File: src/rtl/multiword_add_sequencer_pkg.sv
// Shared constants and types for the multi-word add/sub sequencer.
package multiword_add_sequencer_pkg;

  localparam int unsigned BYTE_W = 8;

  typedef enum logic [1:0] {
    IDLE = 2'd0,
    RUN  = 2'd1,
    DONE = 2'd2
  } state_t;

  // Slice-index width; a single-slice build still needs a 1-bit index.
  function automatic int unsigned idx_width(input int unsigned words);
    return (words > 1) ? $clog2(words) : 1;
  endfunction

endpackage

File: src/rtl/multiword_add_sequencer_adder.sv
// 8-bit ripple-carry adder with carry-out and signed-overflow flag.
module ripple_carry_adder
  import multiword_add_sequencer_pkg::*;
(
  input  logic [BYTE_W-1:0] a,
  input  logic [BYTE_W-1:0] b,
  input  logic              cin,
  output logic [BYTE_W-1:0] sum,
  output logic              cout,
  output logic              overflow
);

  logic [BYTE_W:0]   carry;
  logic [BYTE_W-1:0] sum_bits;

  always_comb begin
    carry    = '0;
    sum_bits = '0;
    carry[0] = cin;
    for (int i = 0; i < int'(BYTE_W); i++) begin
      sum_bits[i]  = a[i] ^ b[i] ^ carry[i];
      carry[i+1]   = (a[i] & b[i]) | (carry[i] & (a[i] ^ b[i]));
    end
  end

  assign sum      = sum_bits;
  assign cout     = carry[BYTE_W];
  // Signed overflow: carry into the sign bit differs from carry out of it.
  assign overflow = carry[BYTE_W] ^ carry[BYTE_W-1];

endmodule

File: src/rtl/multiword_add_sequencer.sv
// Multi-precision add/sub controller: one shared 8-bit adder walks WORDS
// byte slices LSB first, chaining the carry through carry_reg.
module multiword_add_sequencer
  import multiword_add_sequencer_pkg::*;
#(
  parameter int unsigned WORDS = 4
)
(
  input  logic                      clk,
  input  logic                      rst,
  input  logic                      start,
  input  logic                      op_sub,
  input  logic [BYTE_W*WORDS-1:0]   a,
  input  logic [BYTE_W*WORDS-1:0]   b,
  input  logic                      cin,
  output logic                      busy,
  output logic                      done,
  output logic [BYTE_W*WORDS-1:0]   result,
  output logic                      cout,
  output logic                      overflow,
  output logic                      zero
);

  localparam int unsigned N     = BYTE_W * WORDS;
  localparam int unsigned IDX_W = idx_width(WORDS);

  state_t             state, state_next;
  logic [N-1:0]       opa, opa_next;
  logic [N-1:0]       opb, opb_next;
  logic               carry_reg, carry_next;
  logic [IDX_W-1:0]   idx, idx_next;
  logic [N-1:0]       result_next;
  logic               cout_next, overflow_next, zero_next;
  logic               busy_next, done_next;

  logic [BYTE_W-1:0]  slice_a, slice_b, slice_sum;
  logic               slice_cout, slice_ovf;
  logic               last;

  assign slice_a = opa[BYTE_W*32'(idx) +: BYTE_W];
  assign slice_b = opb[BYTE_W*32'(idx) +: BYTE_W];
  assign last    = (idx == IDX_W'(WORDS - 1));

  ripple_carry_adder u_adder (
    .a        (slice_a),
    .b        (slice_b),
    .cin      (carry_reg),
    .sum      (slice_sum),
    .cout     (slice_cout),
    .overflow (slice_ovf)
  );

  // State register
  always_ff @(posedge clk) begin
    if (rst) state <= IDLE;
    else     state <= state_next;
  end

  // Next-state logic
  always_comb begin
    state_next = state;
    unique case (state)
      IDLE:    if (start) state_next = RUN;
      RUN:     if (last)  state_next = DONE;
      DONE:    state_next = IDLE;
      default: state_next = IDLE;
    endcase
  end

  // Datapath and output next values
  always_comb begin
    opa_next      = opa;
    opb_next      = opb;
    carry_next    = carry_reg;
    idx_next      = idx;
    result_next   = result;
    cout_next     = cout;
    overflow_next = overflow;
    zero_next     = zero;
    busy_next     = (state_next != IDLE);
    done_next     = (state_next == DONE);
    unique case (state)
      IDLE: begin
        if (start) begin
          opa_next      = a;
          opb_next      = op_sub ? ~b : b;
          carry_next    = op_sub ? 1'b1 : cin;
          idx_next      = '0;
          result_next   = '0;
          cout_next     = 1'b0;
          overflow_next = 1'b0;
          zero_next     = 1'b0;
        end
      end
      RUN: begin
        result_next[BYTE_W*32'(idx) +: BYTE_W] = slice_sum;
        carry_next = slice_cout;
        if (last) begin
          // Flags are final once the top slice is written.
          cout_next     = slice_cout;
          overflow_next = slice_ovf;
          zero_next     = (result_next == '0);
        end else begin
          idx_next = idx + IDX_W'(1);
        end
      end
      default: ;
    endcase
  end

  // Datapath and output registers
  always_ff @(posedge clk) begin
    if (rst) begin
      opa       <= '0;
      opb       <= '0;
      carry_reg <= 1'b0;
      idx       <= '0;
      result    <= '0;
      cout      <= 1'b0;
      overflow  <= 1'b0;
      zero      <= 1'b0;
      busy      <= 1'b0;
      done      <= 1'b0;
    end else begin
      opa       <= opa_next;
      opb       <= opb_next;
      carry_reg <= carry_next;
      idx       <= idx_next;
      result    <= result_next;
      cout      <= cout_next;
      overflow  <= overflow_next;
      zero      <= zero_next;
      busy      <= busy_next;
      done      <= done_next;
    end
  end

endmodule

File: config.mk
export PLATFORM = sky130hd
export DESIGN_NAME = multiword_add_sequencer
export DESIGN_NICKNAME = d
export VERILOG_FILES = /design/src/rtl/multiword_add_sequencer_pkg.sv /design/src/rtl/multiword_add_sequencer_adder.sv /design/src/rtl/multiword_add_sequencer.sv
export SDC_FILE = /design/constraint.sdc
export NUM_CORES = 1
export LEC_CHECK = 0
export CORE_ASPECT_RATIO = 0.9
export CORE_MARGIN = 4
export CORE_UTILIZATION = 45
export DETAILED_ROUTE_END_ITERATION = 10
export PLACE_DENSITY = 0.72
export SYNTH_ARGS = -nofsm -noshare
export SYNTH_HDL_FRONTEND = slang
export SYNTH_SLANG_ARGS = --single-unit
File: constraint.sdc
create_clock -name clk -period 6.94 [get_ports clk]
set_clock_uncertainty 0.05 [all_clocks]
set_input_delay 1.041 -clock clk [delete_from_list [all_inputs] [get_ports clk]]
set_output_delay 1.041 -clock clk [all_outputs]
set_load 0.05 [all_outputs]
==> results of run 1 <==
-- cell usage after synthesis (all sizes together) (2+ instances only) --
cell,n,area (sq um)
dfxtp,106,2120
nor2,103,387
nand2,67,251
a21oi,59,295
a211oi,33,248
xnor2,32,280
clkbuf,30,115
inv,23,86.3
nor2b,22,138
buf,19,92.6
a31oi,17,106
mux4,16,360
a22oi,12,90.1
fa,8,160
ha,6,75.1
o21ai,6,30.0
nand4,4,25.0
nand2b,3,18.8
nand3,3,15.0
nor4,3,18.8
and2,2,12.5
nor3,2,15.0
o31ai,2,15.0
-- power by group --
| group | leakage [uW] | switching, uW | internal, uW |
|---|---|---|---|
| clock network | 0.000121 | 214 | 240 |
| logic | 0.00129 | 128 | 107 |
| registers | 0.000867 | 18.7 | 638 |
| total | 0.00228 | 360 | 985 |
-- layout make-up --
| type | instances | area share [%] |
|---|---|---|
| timing repair buffer | 109 | 16.7 |
| sequential | 106 | 33.0 |
| clock inverter | 4 | 0.448 |
| clock buffer | 10 | 3.56 |
| tap | 152 | 2.96 |
| multi-input combinational | 418 | 42.0 |
| inverter | 23 | 1.34 |
-- cells in the final DEF, fill, tap and decap left out, types with 2 or more instances in the layout --
cell type / netlist / final
dfxtp_1: 106 / 106
nor2_1: 103 / 103
clkdlybuf4s50_1: 0 / 103
nand2_1: 67 / 67
a21oi_1: 59 / 59
a211oi_1: 33 / 33
xnor2_1: 32 / 32
inv_1: 23 / 23
nor2b_1: 22 / 22
a31oi_1: 17 / 17
mux4_2: 16 / 16
a22oi_1: 12 / 12
clkbuf_16: 0 / 9
fa_1: 8 / 8
o21ai_0: 6 / 6
ha_1: 6 / 6
nand4_1: 4 / 4
buf_4: 1 / 4
nand2b_1: 3 / 3
nand3_1: 3 / 3
nor4_1: 3 / 3
o31ai_1: 2 / 2
clkinvlp_4: 0 / 2
buf_2: 8 / 2
-- critical path: cells and delay by family (launching register included) --
kind            cells  cell delay [ps]
simple gates        3              430
flops               1              570
mux                 1              300
compound gates      2              440
buf+inv             3              180
fa+ha+maj           8             3040
-- per-stage QoR --
| stage | cells | total power [uW] | util (%) | worst slack, ps | cell area [sq um] |
|---|---|---|---|---|---|
| finish | 822 | 1350 | 58.7 | 1870 | 6430 |
| global route | 822 | 1400 | 58.7 | 1550 | 6430 |
| CTS | 822 | 1350 | 58.7 | 1860 | 6430 |
| detailed placement | 808 | 905 | 56.4 | 1880 | 6170 |
| global placement | 808 | 899 | 56.4 | 2020 | 6170 |
| floorplan | 596 | 821 | - | 1610 | 5110 |
-- worst max-delay path by stage --
| stage | start | endpoint | slack [ps] | depth (start not counted) |
|---|---|---|---|---|
| floorplan | idx[1] | zero | 1610 | 18 |
| global route | idx[0] | zero | 1550 | 17 |
| detailed placement | idx[0] | zero | 1880 | 17 |
| CTS | idx[0] | zero | 1860 | 17 |
| finish | idx[0] | zero | 1870 | 17 |
| global placement | idx[0] | zero | 2020 | 17 |
-- kinds of logic after synthesis --
| group | count (synthesis) |
|---|---|
| and+or+nand+nor | 218 |
| xor gates and xnor gates | 33 |
| AOI/OAI and AO/OA | 136 |
| adders and majority gates | 14 |
| buffers and inverters | 72 |
| muxes | 17 |
| DFF | 106 |
-- routing by layer --
layer  GRT usage [%]  vias to the layer above
li1                -                     2172
met5               0                        -
met4            6.47                        0
met3            5.24                       28
met2            32.5                      161
met1            26.9                     2037
==> results by group, run 1 <==
Clock tree
  • TritonCTS clock tree: done
  • CTS root buf: clkbuf_16
  • Cts repair resizes: 0
  • # clock sinks: 106
  • Post-CTS setup buffer count: 0
  • Clk slew on worst S/H paths: 70 ps
  • Worst-Skew Late Latency: 340 ps
  • H-tree Lvls: 3
  • Hold buffers post-CTS: 0
  • Worst-case clock buffer depth: 2
  • Num CTS Buffers: 9

Synthesis
  • Synth Area in Simple Gates: 18.7%
  • Synth Register Bits: 106
  • Post-synthesis compound-gate area fraction: 16.5%
  • Mux cell area share after synthesis: 7.27%
  • Post-synthesis net count: 679
  • Synth unique cells: 47
  • Most used DFF post-synth: dfxtp_1
  • Register area share after synthesis: 41.5%
  • Largest family of logic cells by synthesized area: simple AND/OR/NAND/NOR gates
  • Synth warn: 0
  • Post-Synth Adder-Cell Area: 4.60%
  • Syn avg cell area: 8.58 sq um
  • Cells after Synth: 596
  • EDFF count, synth: 0
  • Ys async rst share: 0%
  • Post-Syn Area: 5110 sq um
  • XOR/XNOR Fraction of Synth Area: 5.65%

Critical path
  • Crit Path Category: register to register
  • Worst path required time: 7170 ps
  • Reg2Reg Depth: 17
  • Crit-path cells: mux4_2, inv_1, fa_1, fa_1, fa_1, fa_1, fa_1, inv_1, fa_1, inv_1, fa_1, fa_1, nor2_1, a31oi_1, nand4_1, nor3_1, a32o_1
  • Startpoint Class: register
  • Crit path DAT: 5300 ps
  • Critical-path top delay cell: dfxtp_1
  • R2r startpoint: idx[0]
  • Crit path max fanout: 8
  • Slowest stage delay, CP: 570 ps
  • Worst reg-to-reg setup slack: 1870 ps
  • CP endpoint kind: register
  • CP most frequent cell: fa_1
  • RR Endpoint: zero

Die
  • DIE HEIGHT: 109 microns
  • Site Rows: 36
  • Die width: 120 microns
  • Core area: 10900 sq um
  • I/O Pins: 106
  • DIE AREA: 13100 sq um
  • Initial Util: 46.7%

Placed design
  • Post-DP HPWL: 9.71 mm
  • Number of port buffers: 105
  • GPL Wtd Cong: 0.857

Drt
  • Final WL: 13.0 mm
  • Drt pass-1 iters: 5
  • Max Used Layer: met4
  • Drc violations: 0
  • WL/cell: 15.8 microns
  • Via count: 4398
  • Metal3 WL: 861 microns
  • Wire length on met2: 5.94 mm
  • Wl on met1: 5.94 mm
  • Final ANT Viol Nets: 0
  • 1st-iter DRT viols: 301
  • Vias per Instance: 5.35

Min path
  • Hold path depth: 2
  • Worst min path class: register to register
  • Hold path startpoint: opa[22]
  • Hold EP: opa[22]

STA
  • Setup TNS: 0 ps
  • Hold Slack: 406 ps
  • Worst slew margin: 29.4%
  • Period utilisation layout: 73.1%
  • Hold Vio Cnt, Final: 0
  • Highest Clock Rate: 0.197 GHz
  • Setup violators final: 0
  • RSZ-0062 raised after global routing: false
  • Worst slew pin tran: 1060 ps
  • Tmin final: 5070 ps
  • Max-slew violations: 0

Layout
  • Layout cells sized above 1: 5.97%
  • ANT cells: 0
  • Fillers: 1001
  • Layout area overhead: 25.7%
  • Footprint of the multi-input gates: 2700 sq um
  • Layout net count: 750
  • Reg area: 2120 sq um
  • Top Registers: opa (32), opb (32), result (32)

Global routing
  • Initial antenna violation count: 0
  • Overall routing resource usage: 20.3%
  • First-pass GRT wire length: 21.4 mm
  • Vias in the first global route: 4417
  • Largest net degree at the start of global routing: 106
  • GR Overflow Total: 0

Status
  • Status: finished clean

Power
  • Leak Pwr: 0.00228 uW
  • Worst-case vdd ir drop: 127 uV
  • Pwr dens: 209 nW/um^2

Job
  • Max-cap violations: 0
No activity file was read; power rests on OpenSTA's default activity.
==> run 2, diff against run 1 <==
==> constraint.sdc (replaced) <==
create_clock -name clk -period 5.3 [get_ports clk]
set_clock_uncertainty 0.05 [all_clocks]
set_input_delay 0.795 -clock clk [delete_from_list [all_inputs] [get_ports clk]]
set_output_delay 0.795 -clock clk [all_outputs]
set_load 0.05 [all_outputs]
==> run 2 against run 1 <==
Via count increased by 0.50%; clock power rose by 40%; core utilization increased by 0.21 points; global-route usage is 0.36 points lower; critical path depth did not move; total power rose by 34%; first-iteration DRC count up 10%; die area unchanged; combinational power up 31%; setup slack got worse by 1500 ps; final area grew 0.35%; clock-buffer cell count rose by 1.
==> results by group, run 2 (same netlist as run 1, synthesis figures left out) <==
Die
  • Initial Util: 46.7% (unchanged)
  • Die width: 120 microns (unchanged)
  • DIE AREA: 13100 sq um (unchanged)
  • Site Rows: 36 (unchanged)
  • I/O Pins: 106 (unchanged)
  • DIE HEIGHT: 109 microns (unchanged)
  • Core area: 10900 sq um (unchanged)

Job
  • Max-cap violations: 0 (unchanged)

Critical path
  • Worst path required time: 5550 ps (was 7170 ps)
  • CP endpoint kind: register (unchanged)
  • Crit path max fanout: 5 (was 8)
  • Worst reg-to-reg setup slack: 340 ps (was 1870 ps)
  • Reg2Reg Depth: 17 (unchanged)
  • Startpoint Class: register (unchanged)
  • Crit Path Category: register to register (unchanged)
  • Crit path DAT: 5210 ps (was 5300 ps)

Drt
  • WL/cell: 15.5 microns (was 15.8 microns)
  • Via count: 4420 (was 4398)
  • Wire length on met2: 5.92 mm (was 5.94 mm)
  • Drc violations: 0 (unchanged)
  • Final WL: 12.8 mm (was 13.0 mm)
  • Drt pass-1 iters: 6 (was 5)
  • 1st-iter DRT viols: 331 (was 301)
  • Final ANT Viol Nets: 0 (unchanged)
  • Max Used Layer: met4 (unchanged)
  • Metal3 WL: 906 microns (was 861 microns)
  • Wl on met1: 5.79 mm (was 5.94 mm)
  • Vias per Instance: 5.36 (was 5.35)

Global routing
  • Initial antenna violation count: 0 (unchanged)
  • GR Overflow Total: 0 (unchanged)
  • Largest net degree at the start of global routing: 106 (unchanged)
  • Overall routing resource usage: 19.9% (was 20.3%)
  • Vias in the first global route: 4283 (was 4417)
  • First-pass GRT wire length: 21.1 mm (was 21.4 mm)

STA
  • Worst slew margin: 27.5% (was 29.4%)
  • Hold Vio Cnt, Final: 0 (unchanged)
  • Tmin final: 4960 ps (was 5070 ps)
  • Max-slew violations: 0 (unchanged)
  • Setup TNS: 0 ps (unchanged)
  • Setup violators final: 0 (unchanged)
  • RSZ-0062 raised after global routing: false (unchanged)
  • Period utilisation layout: 93.6% (was 73.1%)
  • Worst slew pin tran: 1090 ps (was 1060 ps)
  • Highest Clock Rate: 0.202 GHz (was 0.197 GHz)

Clock tree
  • Hold buffers post-CTS: 0 (unchanged)
  • Worst-case clock buffer depth: 2 (unchanged)
  • Cts repair resizes: 0 (unchanged)
  • Num CTS Buffers: 9 (unchanged)
  • Worst-Skew Late Latency: 350 ps (was 340 ps)
  • # clock sinks: 106 (unchanged)
  • TritonCTS clock tree: done (unchanged)
  • CTS root buf: clkbuf_16 (unchanged)
  • Clk slew on worst S/H paths: 70 ps (about the same)
  • H-tree Lvls: 3 (unchanged)
  • Post-CTS setup buffer count: 0 (unchanged)

Power
  • Sw Ratio: 27.3% (was 26.8%)
  • Int Pwr: 1310 uW (was 985 uW)
  • Comb pwr share: 17.1% (was 17.4%)
  • Pwr dens: 280 nW/um^2 (was 209 nW/um^2)
  • Worst-case vdd ir drop: 153 uV (was 127 uV)
  • Seq pwr share: 47.7% (was 48.8%)
  • Leak Pwr: 0.00229 uW (was 0.00228 uW)
  • Clk network pwr share: 35.2% (was 33.7%)
  • Sw Pwr: 493 uW (was 360 uW)

Placed design
  • Placed Cells: 808 (unchanged)
  • Post-DP HPWL: 9.33 mm (was 9.71 mm)
  • Number of port buffers: 105 (unchanged)
  • GPL Wtd Cong: 0.879 (was 0.857)

Layout
  • Fillers: 959 (was 1001)
  • Top Registers: opa (32), opb (32), result (32) (unchanged)
  • ANT cells: 0 (unchanged)
  • Layout area overhead: 26.1% (was 25.7%)
  • Commonest non-fill, non-tap cell in the layout: dfxtp_1 (unchanged)
  • Layout Cells excl Fill: 824 (was 822)
  • Layout cells sized above 1: 6.25% (was 5.97%)
  • Most frequent cells in the layout: dfxtp_1 (106), nor2_1 (103), clkdlybuf4s50_1 (103), nand2_1 (67), a21oi_1 (59) (unchanged)
  • Layout net count: 750 (unchanged)

Min path
  • Hold path depth: 2 (unchanged)
  • Worst min path class: register to register (unchanged)

Status
  • Status: finished clean (unchanged)
## run 2: cell count changes in the layout (fill, tap and decap cells not counted)
cell | before | now
inv_6 | 1 | 2
clkbuf_8 | 0 | 1
## run 2: final timing paths
kind              startpoint       to
hold reg to reg      opa[20]  opa[20]
setup reg to reg      idx[0]     zero
setup / recovery      idx[0]     zero
hold / removal       opa[20]  opa[20]
## run 2: power by group through the flow
stage          Clock (uW)  Sequential, uW  Combinational [uW]
6_report              635             860                 308
5_1_grt               676             864                 337
4_1_cts               641             859                 307
3_5_place_dp            0             878                 306
3_3_place_gp            0             876                 302
2_1_floorplan           0             880                 195
## run 2: layout make-up
class,instances,area (sq um),area share (%)
timing repair buffer,109,1070,16.6
multi-input combinational,418,2700,41.9
sequential,106,2120,32.9
clock inverter,5,37.5,0.582
clock buffer,11,243,3.76
tap,152,190,2.95
inverter,23,86.3,1.34
## run 2: worst max-delay path, cell delays in order (launching register included)
cell     delay [ps]
dfxtp_1         380
mux4_2          350
inv_1            50
fa_1            400
fa_1            390
fa_1            390
fa_1            390
fa_1            360
inv_1            80
fa_1            150
inv_1            50
fa_1            410
fa_1            570
nor2_1           90
a31oi_1         260
nand4_1         130
nor3_1          230
a32o_1          190
## run 2: per-stage QoR
stage / area [sq um] / hold slack [ps] / util [%] / setup slack [ps] / total power [uW]
2_1_floorplan: 5110 / 383 / - / 150 / 1070
4_1_cts: 6450 / 403 / 58.9 / 384 / 1810
5_1_grt: 6450 / 432 / 58.9 / 101 / 1880
3_3_place_gp: 6170 / 392 / 56.4 / 542 / 1180
6_report: 6450 / 403 / 58.9 / 340 / 1800
3_5_place_dp: 6170 / 394 / 56.4 / 405 / 1180
## run 2: metal layers
| layer | vias up | GRT usage [%] |
|---|---|---|
| met3 | 18 | 3.89 |
| met1 | 2054 | 26.5 |
| met4 | 0 | 6.31 |
| li1 | 2176 | - |
| met5 | - | 0 |
| met2 | 172 | 32.9 |
